`src/rtl/matrix_operand_loader_if.sv`:
```
// matrix_operand_loader_if
//   Byte-stream handshake into the operand loader.
//   in_valid : upstream element valid
//   in_data  : operand element
//   in_last  : final element of a frame
//   in_ready : loader can accept an element
//   master modport = upstream source, slave modport = loader.
interface matrix_operand_loader_if #(
   parameter int DATA_WIDTH = 8
);
   logic                  in_valid;
   logic [DATA_WIDTH-1:0] in_data;
   logic                  in_last;
   logic                  in_ready;

   modport master (output in_valid, output in_data, output in_last, input in_ready);
   modport slave  (input in_valid, input in_data, input in_last, output in_ready);
endinterface

```
`src/rtl/matrix_operand_loader.sv`:
```
// matrix_operand_loader
//   Unpacks a row-major byte stream (N*N elements of A, then N*N of B) into
//   the operand registers, pulses start_mult, then holds the operands frozen
//   until mult_done or the watchdog expires. Misplaced/missing in_last flags
//   frame_err and resynchronises to the next frame.
// Ports:
//   clk, rst        : clock, synchronous active-low reset
//   in_if           : stream handshake (slave side)
//   a_flat, b_flat  : operands, element (i,j) at [(i*N+j)*DATA_WIDTH +: DATA_WIDTH]
//   start_mult      : one-cycle start pulse to the host
//   mult_done       : completion pulse from the host
//   busy            : high while starting/waiting on the host
//   frame_err       : one-cycle pulse on a framing error
//   timeout         : one-cycle pulse on watchdog expiry
//   frame_count     : frames completed by mult_done (wrapping)
module matrix_operand_loader #(
   parameter int MATRIX_SIZE    = 4,
   parameter int DATA_WIDTH     = 8,
   parameter int TIMEOUT_CYCLES = 1024
) (
   input  logic                                          clk,
   input  logic                                          rst,
   matrix_operand_loader_if.slave                        in_if,
   output logic [MATRIX_SIZE*MATRIX_SIZE*DATA_WIDTH-1:0] a_flat,
   output logic [MATRIX_SIZE*MATRIX_SIZE*DATA_WIDTH-1:0] b_flat,
   output logic                                          start_mult,
   input  logic                                          mult_done,
   output logic                                          busy,
   output logic                                          frame_err,
   output logic                                          timeout,
   output logic [15:0]                                   frame_count
);
   localparam int NN    = MATRIX_SIZE * MATRIX_SIZE;
   localparam int IDX_W = (NN > 1) ? $clog2(NN) : 1;
   localparam int WD_W  = (TIMEOUT_CYCLES > 1) ? $clog2(TIMEOUT_CYCLES) : 1;
   localparam logic [IDX_W-1:0] IDX_LAST = IDX_W'(NN - 1);
   localparam logic [WD_W-1:0]  WD_LAST  = WD_W'(TIMEOUT_CYCLES - 1);

   localparam logic [1:0] LOAD_A    = 2'd0;
   localparam logic [1:0] LOAD_B    = 2'd1;
   localparam logic [1:0] START     = 2'd2;
   localparam logic [1:0] WAIT_DONE = 2'd3;

   logic [1:0]       state;
   logic [IDX_W-1:0] idx;
   logic [WD_W-1:0]  wd;
   logic             xfer;

   assign in_if.in_ready = rst && ((state == LOAD_A) || (state == LOAD_B));
   assign xfer           = in_if.in_valid && in_if.in_ready;
   assign start_mult     = (state == START);
   assign busy           = (state == START) || (state == WAIT_DONE);

   always_ff @(posedge clk) begin
      if (!rst) begin
         state       <= LOAD_A;
         idx         <= '0;
         wd          <= '0;
         a_flat      <= '0;
         b_flat      <= '0;
         frame_count <= '0;
         frame_err   <= 1'b0;
         timeout     <= 1'b0;
      end else begin
         frame_err <= 1'b0;
         timeout   <= 1'b0;
         case (state)
            LOAD_A: begin
               if (xfer) begin
                  if (in_if.in_last) begin
                     // early in_last: drop the element and restart the frame
                     frame_err <= 1'b1;
                     idx       <= '0;
                  end else begin
                     a_flat[int'(idx)*DATA_WIDTH +: DATA_WIDTH] <= in_if.in_data;
                     if (idx == IDX_LAST) begin
                        idx   <= '0;
                        state <= LOAD_B;
                     end else begin
                        idx <= idx + 1'b1;
                     end
                  end
               end
            end
            LOAD_B: begin
               if (xfer) begin
                  if (idx == IDX_LAST) begin
                     // final element is kept; only a missing in_last aborts the start
                     b_flat[int'(idx)*DATA_WIDTH +: DATA_WIDTH] <= in_if.in_data;
                     idx <= '0;
                     if (in_if.in_last) begin
                        state <= START;
                     end else begin
                        frame_err <= 1'b1;
                        state     <= LOAD_A;
                     end
                  end else if (in_if.in_last) begin
                     frame_err <= 1'b1;
                     idx       <= '0;
                     state     <= LOAD_A;
                  end else begin
                     b_flat[int'(idx)*DATA_WIDTH +: DATA_WIDTH] <= in_if.in_data;
                     idx <= idx + 1'b1;
                  end
               end
            end
            START: begin
               wd    <= '0;
               state <= WAIT_DONE;
            end
            default: begin
               wd <= wd + 1'b1;
               // done takes priority over a coincident watchdog expiry
               if (mult_done) begin
                  frame_count <= frame_count + 16'd1;
                  state       <= LOAD_A;
               end else if (wd == WD_LAST) begin
                  timeout <= 1'b1;
                  state   <= LOAD_A;
               end
            end
         endcase
      end
   end
endmodule

```
`src/flat_wrapper.sv`:
```
// flat-port wrapper written by rule: the top's interface ports become plain ports
module matrix_operand_loader_flat 
#(
   parameter int MATRIX_SIZE    = 4,
   parameter int DATA_WIDTH     = 8,
   parameter int TIMEOUT_CYCLES = 1024
)
  (clk, rst, a_flat, b_flat, start_mult, mult_done, busy, frame_err, timeout, frame_count, in_if_in_valid, in_if_in_data, in_if_in_last, in_if_in_ready);
  matrix_operand_loader_if #(.DATA_WIDTH(DATA_WIDTH)) in_if_i ();
  input  logic clk;
  input  logic rst;
  output logic [MATRIX_SIZE*MATRIX_SIZE*DATA_WIDTH-1:0] a_flat;
  output logic [MATRIX_SIZE*MATRIX_SIZE*DATA_WIDTH-1:0] b_flat;
  output logic start_mult;
  input  logic mult_done;
  output logic busy;
  output logic frame_err;
  output logic timeout;
  output logic [15:0] frame_count;
  input wire logic [$bits(in_if_i.in_valid)-1:0] in_if_in_valid;
  input wire logic [$bits(in_if_i.in_data)-1:0] in_if_in_data;
  input wire logic [$bits(in_if_i.in_last)-1:0] in_if_in_last;
  output wire logic [$bits(in_if_i.in_ready)-1:0] in_if_in_ready;
  assign in_if_i.in_valid = in_if_in_valid;
  assign in_if_i.in_data = in_if_in_data;
  assign in_if_i.in_last = in_if_in_last;
  assign in_if_in_ready = in_if_i.in_ready;
  matrix_operand_loader #(.MATRIX_SIZE(MATRIX_SIZE), .DATA_WIDTH(DATA_WIDTH), .TIMEOUT_CYCLES(TIMEOUT_CYCLES)) u_core (.clk(clk), .rst(rst), .in_if(in_if_i), .a_flat(a_flat), .b_flat(b_flat), .start_mult(start_mult), .mult_done(mult_done), .busy(busy), .frame_err(frame_err), .timeout(timeout), .frame_count(frame_count));
endmodule
```
`config.mk`:
```
export PLATFORM = sky130hd
export DESIGN_NAME = matrix_operand_loader_flat
export DESIGN_NICKNAME = d
export VERILOG_FILES = /design/src/rtl/matrix_operand_loader_if.sv /design/src/rtl/matrix_operand_loader.sv /design/src/flat_wrapper.sv
export SDC_FILE = /design/constraint.sdc
export NUM_CORES = 1
export LEC_CHECK = 0
export ABC_AREA = 0
export BUFFER_PORTS_ARGS = -buffer_cell sky130_fd_sc_hd__buf_2
export CAP_MARGIN = 5
export CORE_ASPECT_RATIO = 0.5
export CORE_MARGIN = 2
export CORE_UTILIZATION = 53
export DETAILED_ROUTE_END_ITERATION = 6
export PLACE_DENSITY_LB_ADDON = 0.15
export SYNTH_ARGS = -nofsm -noshare
export SYNTH_HDL_FRONTEND = slang
export SYNTH_SLANG_ARGS = --single-unit
```
`constraint.sdc`:
```
create_clock -name clk -period 3.5 [get_ports clk]
set_clock_uncertainty 0.1 [all_clocks]
set_input_delay 0.525 -clock clk [delete_from_list [all_inputs] [get_ports clk]]
set_output_delay 0.525 -clock clk [all_outputs]
set_load 0.1 [all_outputs]
```
==> impl_metrics.json <==
{
  "peakVddDrop_uv": 269,
  "yosysWarnings": 0,
  "slew_violations": 0,
  "cts.sinks": 290,
  "end_kind": "flop",
  "routabilityCongestion": 0.907,
  "syn_inst": 1340,
  "ff_latch_area_um2": 5810,
  "multi_input_area_um2": 5670,
  "drive_gt1_frac": 0.246,
  "synth_seq_area_share": 0.487,
  "cts_max_level": 1,
  "cp_max_fo": 9,
  "die_w_um": 216,
  "ys_ff_latch": 290,
  "grt_max_degree": 117,
  "drt_first_pass_iters": 5,
  "cts_root_buf": "clkbuf_16",
  "antenna_found_initial": 0,
  "die_h_um": 110,
  "reg2reg_depth": 7,
  "async_flop_share": 0,
  "cts_tree": "built",
  "max_freq_ghz": 0.329,
  "syn_area_um2": 11900,
  "fillCellCount": 1839,
  "relSlewSlack": 0.206,
  "num_vias": 11100,
  "ys_types": 50,
  "p_per_area_nw_per_um2": 456,
  "port_buffers": 289,
  "cts.repair.resized": 0,
  "cts_hold_buf": 0,
  "post_cts_buffers": 0,
  "wl_per_cell_um": 19.9,
  "start_util": 0.545,
  "post-route-min-period_ns": 3.04,
  "dp_hpwl_um": 25500,
  "synth_edf_count": 0,
  "grt_pass1_wl_um": 57000,
  "leakagePower_nw": 6.37,
  "clockBufferDepth": 3,
  "pin_count": 290,
  "status": "finished, final reports clean",
  "hp-start": "mult_done",
  "drt_iter0_markers": 1095,
  "critical_path_class": "flop to flop",
  "core_region_area_um2": 21900,
  "worst_pin_slew_ns": 1.19,
  "rows": 38,
  "die-area_um2": 23800,
  "pre_cts_slack_ns": 0.516,
  "grt_use_total": 0.304,
  "ys_dominant_reg_cell": "dfxtp_1",
  "min_path_type": "input port to flop",
  "post_drt_via_cell_ratio": 5.87,
  "synth.avg_cell_area_um2": 8.90,
  "finalSetupViolCount": 0,
  "grt_pass1_vias": 10200,
  "routed_wl_um": 37500,
  "arrival_ns": 3.32,
  "nets": 1589,
  "path_clk_slew_ns": 0.07,
  "crit_start": "u_core.idx[1]",
  "drt.antenna.violating_nets": 0,
  "antennaDiodeCount": 0,
  "min_period_over_period": 0.868,
  "rsz0062_at_grt": "no",
  "worstPathRequired_ns": 3.78,
  "cap_violations": 0,
  "synth_nets": 1363,
  "area_growth_pct": 21.0,
  "cts_buffers": 26,
  "drc": 0,
  "finalHoldViolCount": 0,
  "power_mw": 6.57,
  "reg2reg_from": "u_core.idx[1]",
  "setup_tns_ns": 0,
  "clk_latency_ns": 0.54,
  "fin_ws_ns": 0.461,
  "critPathLaunchType": "flop",
  "hold_path_depth": 2,
  "grt_overflow": 0
}
==> cells by family after synthesis <==
logic type / after synthesis / share of synthesized area
simple gates: 447 / 0.190
compound gates: 335 / 0.163
fa+ha+maj: 10 / 0.0105
xor+xnor: 17 / 0.0125
mux: 114 / 0.0957
flops: 290 / 0.487
buf+inv: 127 / 0.0413
==> where the power goes <==
part	leakage [nW]	switching, mW	total, mW	internal, mW
Combinational	3.60	0.214	0.251	0.0365
Clock	0.440	1.28	3.02	1.74
Sequential	2.33	0.00333	3.31	3.30
==> cell usage after synthesis (3+ instances only) <==
| master | n | area share |
|---|---|---|
| o21ai_0 | 104 | 0.044 |
| or3_1 | 4 | 0.0021 |
| and3_1 | 16 | 0.0084 |
| buf_1 | 5 | 0.0016 |
| ha_1 | 10 | 0.010 |
| nor2b_1 | 3 | 0.0016 |
| dfxtp_1 | 290 | 0.49 |
| nand3_1 | 147 | 0.062 |
| xor2_1 | 12 | 0.0088 |
| a21oi_1 | 158 | 0.066 |
| and4_1 | 6 | 0.0044 |
| nor4b_1 | 3 | 0.0022 |
| nand2b_1 | 4 | 0.0021 |
| or4_1 | 5 | 0.0031 |
| nor2_4 | 4 | 0.0038 |
| nor2_1 | 28 | 0.0088 |
| mux2i_1 | 114 | 0.096 |
| o31ai_1 | 4 | 0.0025 |
| buf_2 | 6 | 0.0025 |
| nand2_1 | 156 | 0.049 |
| inv_1 | 10 | 0.0031 |
| nand4_1 | 21 | 0.011 |
| clkbuf_1 | 103 | 0.032 |
| xnor2_1 | 5 | 0.0037 |
| and3b_1 | 10 | 0.0073 |
| and2_1 | 17 | 0.0089 |
| o2111ai_4 | 10 | 0.022 |
| nor3_1 | 8 | 0.0034 |
| o21ai_1 | 49 | 0.021 |
==> per-stage QoR <==
| step | cell area (um^2) | hold slack, ns | instances | utilization |
|---|---|---|---|---|
| after CTS | 14400 | 0.0939 | 1885 | 0.660 |
| final | 14400 | 0.111 | 1885 | 0.660 |
| after floorplan | 11900 | 0.354 | 1340 | - |
| after global routing | 14400 | 0.108 | 1885 | 0.660 |
| after detailed placement | 13500 | 0.343 | 1838 | 0.619 |
| after global placement | 13500 | 0.340 | 1838 | 0.619 |
==> worst max-delay path, cell delays in order, from the launching register on <==
cell and delay (ns):
dfxtp_1 0.52, ha_1 0.26, nand3_1 0.20, ha_1 0.28
nand2b_1 0.24, a2111o_1 0.52, or2_0 0.53, mux2i_1 0.23
==> final cells by class <==
| cell class | instances | share of cell area |
|---|---|---|
| Sequential cell | 290 | 0.402 |
| Multi-Input combinational cell | 923 | 0.393 |
| Timing Repair Buffer | 314 | 0.113 |
| Clock buffer | 36 | 0.0526 |
| Tap cell | 300 | 0.0260 |
| Clock inverter | 11 | 0.00937 |
| Inverter | 11 | 0.00304 |
==> cells in the final DEF (no fill, tap or decap), types with 5 or more instances in the layout <==
cell type and count:
buf_2 288, buf_4 26, xnor2_1 5, o2111ai_4 10
o21ai_0 104, clkinv_2 6, and3b_1 10, nor2_1 28
o21ai_1 47, nand3_1 147, nor3_2 6, mux2i_1 114
nand4_1 21, inv_1 10, and3_1 16, a21oi_1 157
nand2_1 156, or4_1 5, and4_1 6, xor2_1 12
clkbuf_8 5, dfxtp_1 290, and2_1 17, ha_1 10
clkbuf_16 27
==> sequential cells by signal, indices dropped and copies added (netlist names) <==
name                flops
u_core.idx              4
u_core.state            2
u_core.a_flat         128
u_core.frame_count     16
u_core.wd              10
u_core.b_flat         128
u_core.timeout          1
u_core.frame_err        1
==> final timing paths <==
check                                         end  slack, ns
worst min register to register  u_core.b_flat[71]       0.36
worst min-delay path               u_core.timeout       0.11
worst max register to register  u_core.b_flat[98]       0.46
worst max-delay path            u_core.b_flat[98]       0.46
==> layer usage <==
layer	GRT usage	share of wire	up-vias
met5	0	0	-
met4	0.0954	0.030	0
met3	0.0867	0.092	97
met2	0.490	0.45	488
met1	0.400	0.43	5309
li1	-	-	5175
Power figures use the tool's default switching activity.
